<file path="config.mk">
export PLATFORM = sky130hd
export DESIGN_NAME = result_writeback_ctrl
export DESIGN_NICKNAME = d
export VERILOG_FILES = /design/src/rtl/result_writeback_ctrl_pkg.sv /design/src/rtl/result_writeback_ctrl_lane_sat_add.sv /design/src/rtl/result_writeback_ctrl.sv
export SDC_FILE = /design/constraint.sdc
export NUM_CORES = 1
export LEC_CHECK = 0
export ABC_AREA = 1
export CAP_MARGIN = 20
export CORE_UTILIZATION = 35
export CTS_CLUSTER_SIZE = 40
export DETAILED_ROUTE_END_ITERATION = 6
export SLEW_MARGIN = 0
export SYNTH_ARGS = -nofsm -noshare
export SYNTH_HDL_FRONTEND = slang
export SYNTH_SLANG_ARGS = --single-unit
export TNS_END_PERCENT = 30
</file>
<file path="constraint.sdc">
create_clock -name clk -period 20.5 [get_ports clk]
set_input_delay 2.05 -clock clk [delete_from_list [all_inputs] [get_ports clk]]
set_output_delay 2.05 -clock clk [all_outputs]
set_load 0.005 [all_outputs]
</file>
<file path="src/rtl/result_writeback_ctrl_pkg.sv">
// Shared definitions for the result write-back block.
// Holds the default geometry (address width, lanes, lane width, row width),
// the controller state encoding and a helper that extracts one lane from a row.
package result_writeback_ctrl_pkg;

    localparam int ADDRESSSIZE_DEF = 10;
    localparam int LANES_DEF       = 8;
    localparam int LANEW_DEF       = 20;
    localparam int WORDSIZE_DEF    = LANES_DEF * LANEW_DEF;

    typedef enum logic [1:0] {
        ST_IDLE = 2'd0,
        ST_RUN  = 2'd1,
        ST_ACC  = 2'd2,
        ST_FIN  = 2'd3
    } wb_state_t;

    // Lane idx of a row at the default geometry; lane 0 is the least significant slice.
    function automatic logic [LANEW_DEF-1:0] lane_of(input logic [WORDSIZE_DEF-1:0] row,
                                                     input int unsigned idx);
        return row[idx*LANEW_DEF +: LANEW_DEF];
    endfunction

endpackage

</file>
<file path="src/rtl/result_writeback_ctrl_lane_sat_add.sv">
// One signed saturating adder lane.
// Ports:
//   a_i, b_i : signed LANEW-bit operands
//   sum_o    : a_i + b_i clamped to the signed LANEW-bit range
//   sat_o    : 1 when the clamp was applied
module lane_sat_add
    import result_writeback_ctrl_pkg::*;
#(
    parameter int LANEW = LANEW_DEF
) (
    input  logic signed [LANEW-1:0] a_i,
    input  logic signed [LANEW-1:0] b_i,
    output logic signed [LANEW-1:0] sum_o,
    output logic                    sat_o
);

    localparam logic [LANEW-1:0] MAXV = {1'b0, {(LANEW-1){1'b1}}};
    localparam logic [LANEW-1:0] MINV = {1'b1, {(LANEW-1){1'b0}}};

    // Returns {sat, sum}. Overflow shows as the two top bits of the
    // sign-extended sum disagreeing; the extra top bit gives the true sign.
    function automatic logic [LANEW:0] sat_add(input logic signed [LANEW-1:0] a,
                                               input logic signed [LANEW-1:0] b);
        logic signed [LANEW:0] wide;
        wide = {a[LANEW-1], a} + {b[LANEW-1], b};
        if (wide[LANEW] != wide[LANEW-1]) begin
            return {1'b1, (wide[LANEW] ? MINV : MAXV)};
        end
        return {1'b0, wide[LANEW-1:0]};
    endfunction

    assign {sat_o, sum_o} = sat_add(a_i, b_i);

endmodule

</file>
<file path="src/rtl/result_writeback_ctrl.sv">
// Write-back controller between the multiplier accumulators and SRAM_Results.
// Rows arrive on a valid/ready stream and go to consecutive SRAM rows from a
// programmed base (wrapping at the top of the address space). In accumulate
// mode each row is read, added lane-wise with saturation, and written back,
// giving one row every two cycles.
// Ports:
//   clk, rst          : clock, asynchronous active-high reset
//   start             : job start pulse, honoured only when idle
//   base_addr         : first destination row
//   row_count         : rows in the job (0 allowed)
//   acc_mode          : 1 = read-add-write, 0 = overwrite
//   in_valid/in_ready : row handshake, in_data is the row
//   sram_we/addr/wdata: buffer access (we=0 is a read)
//   sram_rdata        : buffer read data, one cycle after a read
//   busy, done        : job active, one-cycle completion pulse
//   sat_flag          : sticky lane-saturation flag for the current job
module result_writeback_ctrl
    import result_writeback_ctrl_pkg::*;
#(
    parameter int ADDRESSSIZE = ADDRESSSIZE_DEF,
    parameter int LANES       = LANES_DEF,
    parameter int LANEW       = LANEW_DEF,
    parameter int WORDSIZE    = LANES * LANEW
) (
    input  logic                   clk,
    input  logic                   rst,
    input  logic                   start,
    input  logic [ADDRESSSIZE-1:0] base_addr,
    input  logic [ADDRESSSIZE-1:0] row_count,
    input  logic                   acc_mode,
    input  logic                   in_valid,
    output logic                   in_ready,
    input  logic [WORDSIZE-1:0]    in_data,
    output logic                   sram_we,
    output logic [ADDRESSSIZE-1:0] sram_addr,
    output logic [WORDSIZE-1:0]    sram_wdata,
    input  logic [WORDSIZE-1:0]    sram_rdata,
    output logic                   busy,
    output logic                   done,
    output logic                   sat_flag
);

    wb_state_t              state_q, state_d;
    logic [ADDRESSSIZE-1:0] ptr_q, ptr_d;
    logic [ADDRESSSIZE-1:0] remaining_q, remaining_d;
    logic                   mode_q, mode_d;
    logic                   sat_q, sat_d;
    logic [WORDSIZE-1:0]    hold_q;
    logic [WORDSIZE-1:0]    acc_row;
    logic [LANES-1:0]       lane_sat;
    logic                   take_row;

    // in_ready depends only on state, so the handshake is formed from state directly.
    assign take_row = in_valid && (state_q == ST_RUN);

    for (genvar g = 0; g < LANES; g++) begin : g_lane
        lane_sat_add #(.LANEW(LANEW)) u_lane (
            .a_i  (sram_rdata[g*LANEW +: LANEW]),
            .b_i  (hold_q[g*LANEW +: LANEW]),
            .sum_o(acc_row[g*LANEW +: LANEW]),
            .sat_o(lane_sat[g])
        );
    end

    always_ff @(posedge clk or posedge rst) begin
        if (rst) begin
            state_q     <= ST_IDLE;
            ptr_q       <= '0;
            remaining_q <= '0;
            mode_q      <= 1'b0;
            sat_q       <= 1'b0;
        end else begin
            state_q     <= state_d;
            ptr_q       <= ptr_d;
            remaining_q <= remaining_d;
            mode_q      <= mode_d;
            sat_q       <= sat_d;
        end
    end

    // Row held for the add cycle; only meaningful in ACC, so no reset.
    always_ff @(posedge clk) begin
        if (take_row && mode_q) begin
            hold_q <= in_data;
        end
    end

    always_comb begin
        state_d     = state_q;
        ptr_d       = ptr_q;
        remaining_d = remaining_q;
        mode_d      = mode_q;
        sat_d       = sat_q;
        in_ready    = 1'b0;
        sram_we     = 1'b0;
        sram_addr   = '0;
        sram_wdata  = '0;
        done        = 1'b0;
        busy        = 1'b1;
        unique case (state_q)
            ST_IDLE: begin
                busy = 1'b0;
                if (start) begin
                    ptr_d       = base_addr;
                    remaining_d = row_count;
                    mode_d      = acc_mode;
                    sat_d       = 1'b0;
                    state_d     = (row_count == '0) ? ST_FIN : ST_RUN;
                end
            end
            ST_RUN: begin
                in_ready  = 1'b1;
                sram_addr = ptr_q;
                // With no row (or an accumulate row) the access is a read of ptr.
                if (take_row) begin
                    if (!mode_q) begin
                        sram_we     = 1'b1;
                        sram_wdata  = in_data;
                        ptr_d       = ptr_q + 1'b1;
                        remaining_d = remaining_q - 1'b1;
                        state_d     = (remaining_q == ADDRESSSIZE'(1)) ? ST_FIN : ST_RUN;
                    end else begin
                        state_d = ST_ACC;
                    end
                end
            end
            ST_ACC: begin
                sram_we     = 1'b1;
                sram_addr   = ptr_q;
                sram_wdata  = acc_row;
                ptr_d       = ptr_q + 1'b1;
                remaining_d = remaining_q - 1'b1;
                if (|lane_sat) begin
                    sat_d = 1'b1;
                end
                state_d = (remaining_q == ADDRESSSIZE'(1)) ? ST_FIN : ST_RUN;
            end
            ST_FIN: begin
                done    = 1'b1;
                state_d = ST_IDLE;
            end
            default: state_d = ST_IDLE;
        endcase
    end

    assign sat_flag = sat_q;

endmodule

</file>
==> flow_results.xml <==
<?xml version="1.0" encoding="UTF-8"?>
<metrics>
  <group name="status">
    <metric name="run_status" unit="">finished, final reports clean</metric>
  </group>
  <group name="worst_setup_path">
    <metric name="worst-r2r-cell-count" unit="">18</metric>
    <metric name="worst-setup-path-type" unit="">in -&gt; out</metric>
    <metric name="critPathCaptureType" unit="">primary output</metric>
    <metric name="critPathArrivalTime" unit="ns">6.71</metric>
    <metric name="critical_path.reg2reg.startpoint" unit="">hold_q[53]$_DFFE_PP_</metric>
    <metric name="gate_family_responsible_for_the_most_delay_along_the_worst_path" unit="">buffers and inverters</metric>
    <metric name="worstPathBufferInverterCount" unit="">4</metric>
    <metric name="ff2ff_setup_slack" unit="ns">16.02</metric>
    <metric name="endpoint" unit="">sram_wdata[37]</metric>
    <metric name="startpoint_type" unit="">input pin</metric>
    <metric name="cp_slowest_stage_delay" unit="ns">0.73</metric>
    <metric name="critPathMaxFanout" unit="">17</metric>
    <metric name="worstReg2RegEnd" unit="">sat_flag$_DFFE_PP0P_</metric>
    <metric name="critical_path_required" unit="ns">18.45</metric>
    <metric name="worstPathCellList" unit="">clkdlybuf4s50_1 &gt; ha_1 &gt; a21oi_1 &gt; o21ai_0 &gt; nor2_1 &gt; o21bai_1 &gt; nand3_1 &gt; nand2_1 &gt; a21oi_1 &gt; xor2_1 &gt; inv_1 &gt; ha_1 &gt; clkinv_1 &gt; nand3_1 &gt; nand3_1 &gt; a21oi_1 &gt; clkdlybuf4s50_1</metric>
    <metric name="cp_num_cells" unit="">17</metric>
    <metric name="critPathLaunch" unit="">sram_rdata[22]</metric>
    <metric name="worst_path_max_delay_cell" unit="">sky130_fd_sc_hd__clkinv_1</metric>
  </group>
  <group name="sta">
    <metric name="fmax" unit="MHz">114.2</metric>
    <metric name="timing_worst_slew_pin_value" unit="ns">1.041</metric>
    <metric name="fin_skew" unit="ns">0.01189</metric>
    <metric name="timing.final.crit_share" unit="">0.4272</metric>
    <metric name="hold_violations" unit="">0</metric>
    <metric name="worst_hold_slack_after_final_layout" unit="ns">0.4971</metric>
    <metric name="setup-tns-final" unit="ns">0</metric>
    <metric name="post-route-min-period" unit="ns">8.759</metric>
    <metric name="setup_repair_after_global_routing_missed_its_margin" unit="">no</metric>
    <metric name="report.final.slew_viol_count" unit="">0</metric>
    <metric name="setup_viol" unit="">0</metric>
    <metric name="relSlewSlack" unit="">0.3062</metric>
  </group>
  <group name="grt">
    <metric name="met1_usage_in_global_routing" unit="">0.3379</metric>
    <metric name="initial_antenna_violation_count" unit="">10</metric>
    <metric name="number_of_global_route_vias_before_repair" unit="">19904</metric>
    <metric name="grt_first_pass_wirelength" unit="mm">111.6</metric>
    <metric name="grt_max_degree" unit="">104</metric>
    <metric name="globalRouteTotalUtil" unit="">0.2685</metric>
    <metric name="overflow" unit="">0</metric>
    <metric name="globalRouteMet2Util" unit="">0.4512</metric>
    <metric name="gr-usage-met3" unit="">0.05551</metric>
    <metric name="grt_most_used_layer" unit="">met2</metric>
  </group>
  <group name="clock_tree">
    <metric name="cts_root_buffer" unit="">sky130_fd_sc_hd__clkbuf_16</metric>
    <metric name="total_number_of_h_tree_levels" unit="">4</metric>
    <metric name="tritoncts.num_buffers" unit="">17</metric>
    <metric name="clock_path_buffers" unit="">2</metric>
    <metric name="clk_pin_slew" unit="ns">0.07</metric>
    <metric name="holdBufCountCts" unit="">0</metric>
    <metric name="post_cts.repair.setup_buffers" unit="">0</metric>
    <metric name="ctsResizeCount" unit="">0</metric>
    <metric name="clock_tree_from_tritoncts" unit="">yes</metric>
    <metric name="clock_network_latency_to_the_later_pin_of_the_worst_skew_pair" unit="ns">0.50</metric>
    <metric name="tritoncts_num_sinks" unit="">184</metric>
  </group>
  <group name="floorplan">
    <metric name="initial_core_util" unit="">0.3537</metric>
    <metric name="design.die.area" unit="mm²">0.05403</metric>
    <metric name="floorplan.io_pins" unit="">520</metric>
    <metric name="fp.dieW" unit="µm">232.4</metric>
    <metric name="die_y" unit="µm">232.4</metric>
    <metric name="core-area" unit="mm²">0.05255</metric>
    <metric name="placementRows" unit="">84</metric>
  </group>
  <group name="routing">
    <metric name="ant_nets" unit="">0</metric>
    <metric name="first_iter_violations" unit="">1286</metric>
    <metric name="post_drt_via_cell_ratio" unit="">5.222</metric>
    <metric name="vias" unit="">20256</metric>
    <metric name="detail_route.first_pass.iterations" unit="">5</metric>
    <metric name="detail_route.drc_violations" unit="">0</metric>
    <metric name="avgRoutedWirePerCell" unit="µm">18.96</metric>
    <metric name="postRouteWirelength" unit="mm">73.56</metric>
  </group>
  <group name="yosys">
    <metric name="synth_seq_area_share" unit="">0.2908</metric>
    <metric name="syn-instance-count" unit="">2696</metric>
    <metric name="yosys_reg_bits" unit="">184</metric>
    <metric name="synthDominantCellAreaShare" unit="">0.2585</metric>
    <metric name="synth.distinct_cells" unit="">58</metric>
    <metric name="synth_top_area_cell" unit="">sky130_fd_sc_hd__edfxtp_1</metric>
    <metric name="postSynthAreaPerCell" unit="µm²">6.894</metric>
    <metric name="ys_warn_count" unit="">0</metric>
    <metric name="ys_dominant_reg_cell" unit="">sky130_fd_sc_hd__edfxtp_1</metric>
    <metric name="asyncSetResetFlopFracSynth" unit="">0.1304</metric>
    <metric name="postSynthNetCount" unit="">3229</metric>
    <metric name="post_synth_main_area_contributors" unit="">sky130_fd_sc_hd__edfxtp_1 (26%), sky130_fd_sc_hd__nand2_1 (16%), sky130_fd_sc_hd__ha_1 (12%)</metric>
    <metric name="synth_edf_count" unit="">160</metric>
    <metric name="syn_area" unit="mm²">0.01859</metric>
  </group>
  <group name="worst_hold_path">
    <metric name="worst_hold_path_cell_count" unit="">2</metric>
    <metric name="hold_class" unit="">reg -&gt; reg</metric>
  </group>
  <group name="power">
    <metric name="static-leakage-power" unit="nW">10.46</metric>
    <metric name="totalPowerFinal" unit="W">0.002485</metric>
    <metric name="vdd_ir_drop_max" unit="µV">95.07</metric>
    <metric name="pwr_per_cell_area" unit="mW/mm²">99.38</metric>
  </group>
  <group name="placement">
    <metric name="place.gp.congestion" unit="">0.9253</metric>
    <metric name="place.detailed.instances" unit="">3841</metric>
    <metric name="dp_hpwl" unit="mm">58.82</metric>
    <metric name="port-buffer-count" unit="">519</metric>
  </group>
  <group name="finish">
    <metric name="final.fill_count" unit="">5375</metric>
    <metric name="most-common-layout-cells" unit="">sky130_fd_sc_hd__nand2_1 (782), sky130_fd_sc_hd__clkdlybuf4s50_1 (519), sky130_fd_sc_hd__a21oi_1 (323)</metric>
    <metric name="finalNetCount" unit="">3705</metric>
    <metric name="post_layout_nonfiller_instances" unit="">3879</metric>
    <metric name="layout.core_utilization" unit="">0.4759</metric>
    <metric name="post_route_cells_drive_above_1_share" unit="">0.03328</metric>
    <metric name="areaGrowthSynthToFinish" unit="%">34.55</metric>
    <metric name="final_common_cell" unit="">sky130_fd_sc_hd__nand2_1</metric>
  </group>
  <group name="run">
    <metric name="cap_viol_max_count" unit="">0</metric>
  </group>
</metrics>
## per-stage QoR
stage | worst slack (ns) | area (µm²)
2_1_floorplan | 11.06 | 18590
3_3_place_gp | 11.87 | 24400
3_5_place_dp | 11.78 | 24430
4_1_cts | 11.77 | 24990
5_1_grt | 11.39 | 25000
6_report | 11.74 | 25010
## worst min-delay path by stage
stage / slack, ns / from / endpoint
after floorplan: 0.46 / remaining_q[7]$_DFFE_PP0P_ / remaining_q[7]$_DFFE_PP0P_
after global placement: 0.46 / sat_flag$_DFFE_PP0P_ / sat_flag$_DFFE_PP0P_
after detailed placement: 0.49 / sat_flag$_DFFE_PP0P_ / sat_flag$_DFFE_PP0P_
after CTS: 0.50 / sat_flag$_DFFE_PP0P_ / sat_flag$_DFFE_PP0P_
after global routing: 0.52 / sat_flag$_DFFE_PP0P_ / sat_flag$_DFFE_PP0P_
final: 0.50 / sat_flag$_DFFE_PP0P_ / sat_flag$_DFFE_PP0P_
## final cells by class
class	instances	area, µm²	share of cell area
multi-input combinational	2157	11810	0.4722
sequential	184	5405	0.2161
timing repair buffer	527	5275	0.2109
inverter	285	1080	0.04318
tap	688	860.8	0.03442
clock buffer	20	436.7	0.01746
clock inverter	12	126.4	0.005053
antenna	6	15.01	0.0006004
## cells in the mapped netlist, types with 10 or more instances
library cell and n:
sky130_fd_sc_hd__inv_1 275, sky130_fd_sc_hd__a21o_1 18, sky130_fd_sc_hd__xnor2_1 25, sky130_fd_sc_hd__a21oi_1 323, sky130_fd_sc_hd__nor2_1 199, sky130_fd_sc_hd__edfxtp_1 160
sky130_fd_sc_hd__nor3_1 17, sky130_fd_sc_hd__o21ai_0 176, sky130_fd_sc_hd__nand2_2 20, sky130_fd_sc_hd__xor2_1 48, sky130_fd_sc_hd__dfrtp_1 24, sky130_fd_sc_hd__nand2_1 782
sky130_fd_sc_hd__nor4_1 15, sky130_fd_sc_hd__nand3_1 197, sky130_fd_sc_hd__nand4_1 39, sky130_fd_sc_hd__clkbuf_1 55, sky130_fd_sc_hd__a21oi_2 10, sky130_fd_sc_hd__ha_1 180
## logic make-up (layout without fill, tap and decap cells)
| family | count (synthesis) | after routing | share of synthesized area |
|---|---|---|---|
| compound gates | 585 | 585 | 0.1697 |
| xor+xnor | 75 | 75 | 0.03615 |
| fa+ha+maj | 188 | 188 | 0.1298 |
| buf+inv | 355 | 844 | 0.07479 |
| flops | 184 | 184 | 0.2908 |
| other cells | 0 | 6 | 0 |
| simple gates | 1309 | 1309 | 0.2988 |
## where the power goes
part           switching (W)  internal, W  leakage (nW)
Clock               0.000164     0.000179         0.266
Combinational        0.00100     0.000602          8.45
Sequential         0.0000402     0.000501          1.75
## sequential cells by signal, summed over array words and instances (netlist names)
signal       flops
sat_flag         1
mode_q           1
ptr_q           10
remaining_q     10
hold_q         160
state_q          2
## per-layer routing
| metal | vias up | share of wire | wire length [µm] |
|---|---|---|---|
| met1 | 9507 | 0.43 | 31590 |
| met4 | 12 | 0.027 | 1995 |
| met3 | 98 | 0.062 | 4582 |
| met5 | - | 0.0011 | 79 |
| li1 | 10041 | - | - |
| met2 | 598 | 0.48 | 35310 |
## worst register-to-register path: stages (launching register included)
cell and delay (ns):
sky130_fd_sc_hd__edfxtp_1 0.39, sky130_fd_sc_hd__ha_1 0.40, sky130_fd_sc_hd__nand2_1 0.13, sky130_fd_sc_hd__nor4_1 0.47
sky130_fd_sc_hd__nand4_1 0.21, sky130_fd_sc_hd__nand3_1 0.14, sky130_fd_sc_hd__nand2_1 0.06, sky130_fd_sc_hd__nand2_1 0.05
sky130_fd_sc_hd__nand2_1 0.05, sky130_fd_sc_hd__nand2_1 0.11, sky130_fd_sc_hd__xor2_1 0.18, sky130_fd_sc_hd__ha_1 0.36
sky130_fd_sc_hd__inv_1 0.44, sky130_fd_sc_hd__nand4_1 0.28, sky130_fd_sc_hd__nor4_1 0.73, sky130_fd_sc_hd__nand3_1 0.15
sky130_fd_sc_hd__o21bai_1 0.15, sky130_fd_sc_hd__nand2_1 0.06, sky130_fd_sc_hd__nand2_1 0.06
Power figures use the tool's default switching activity.
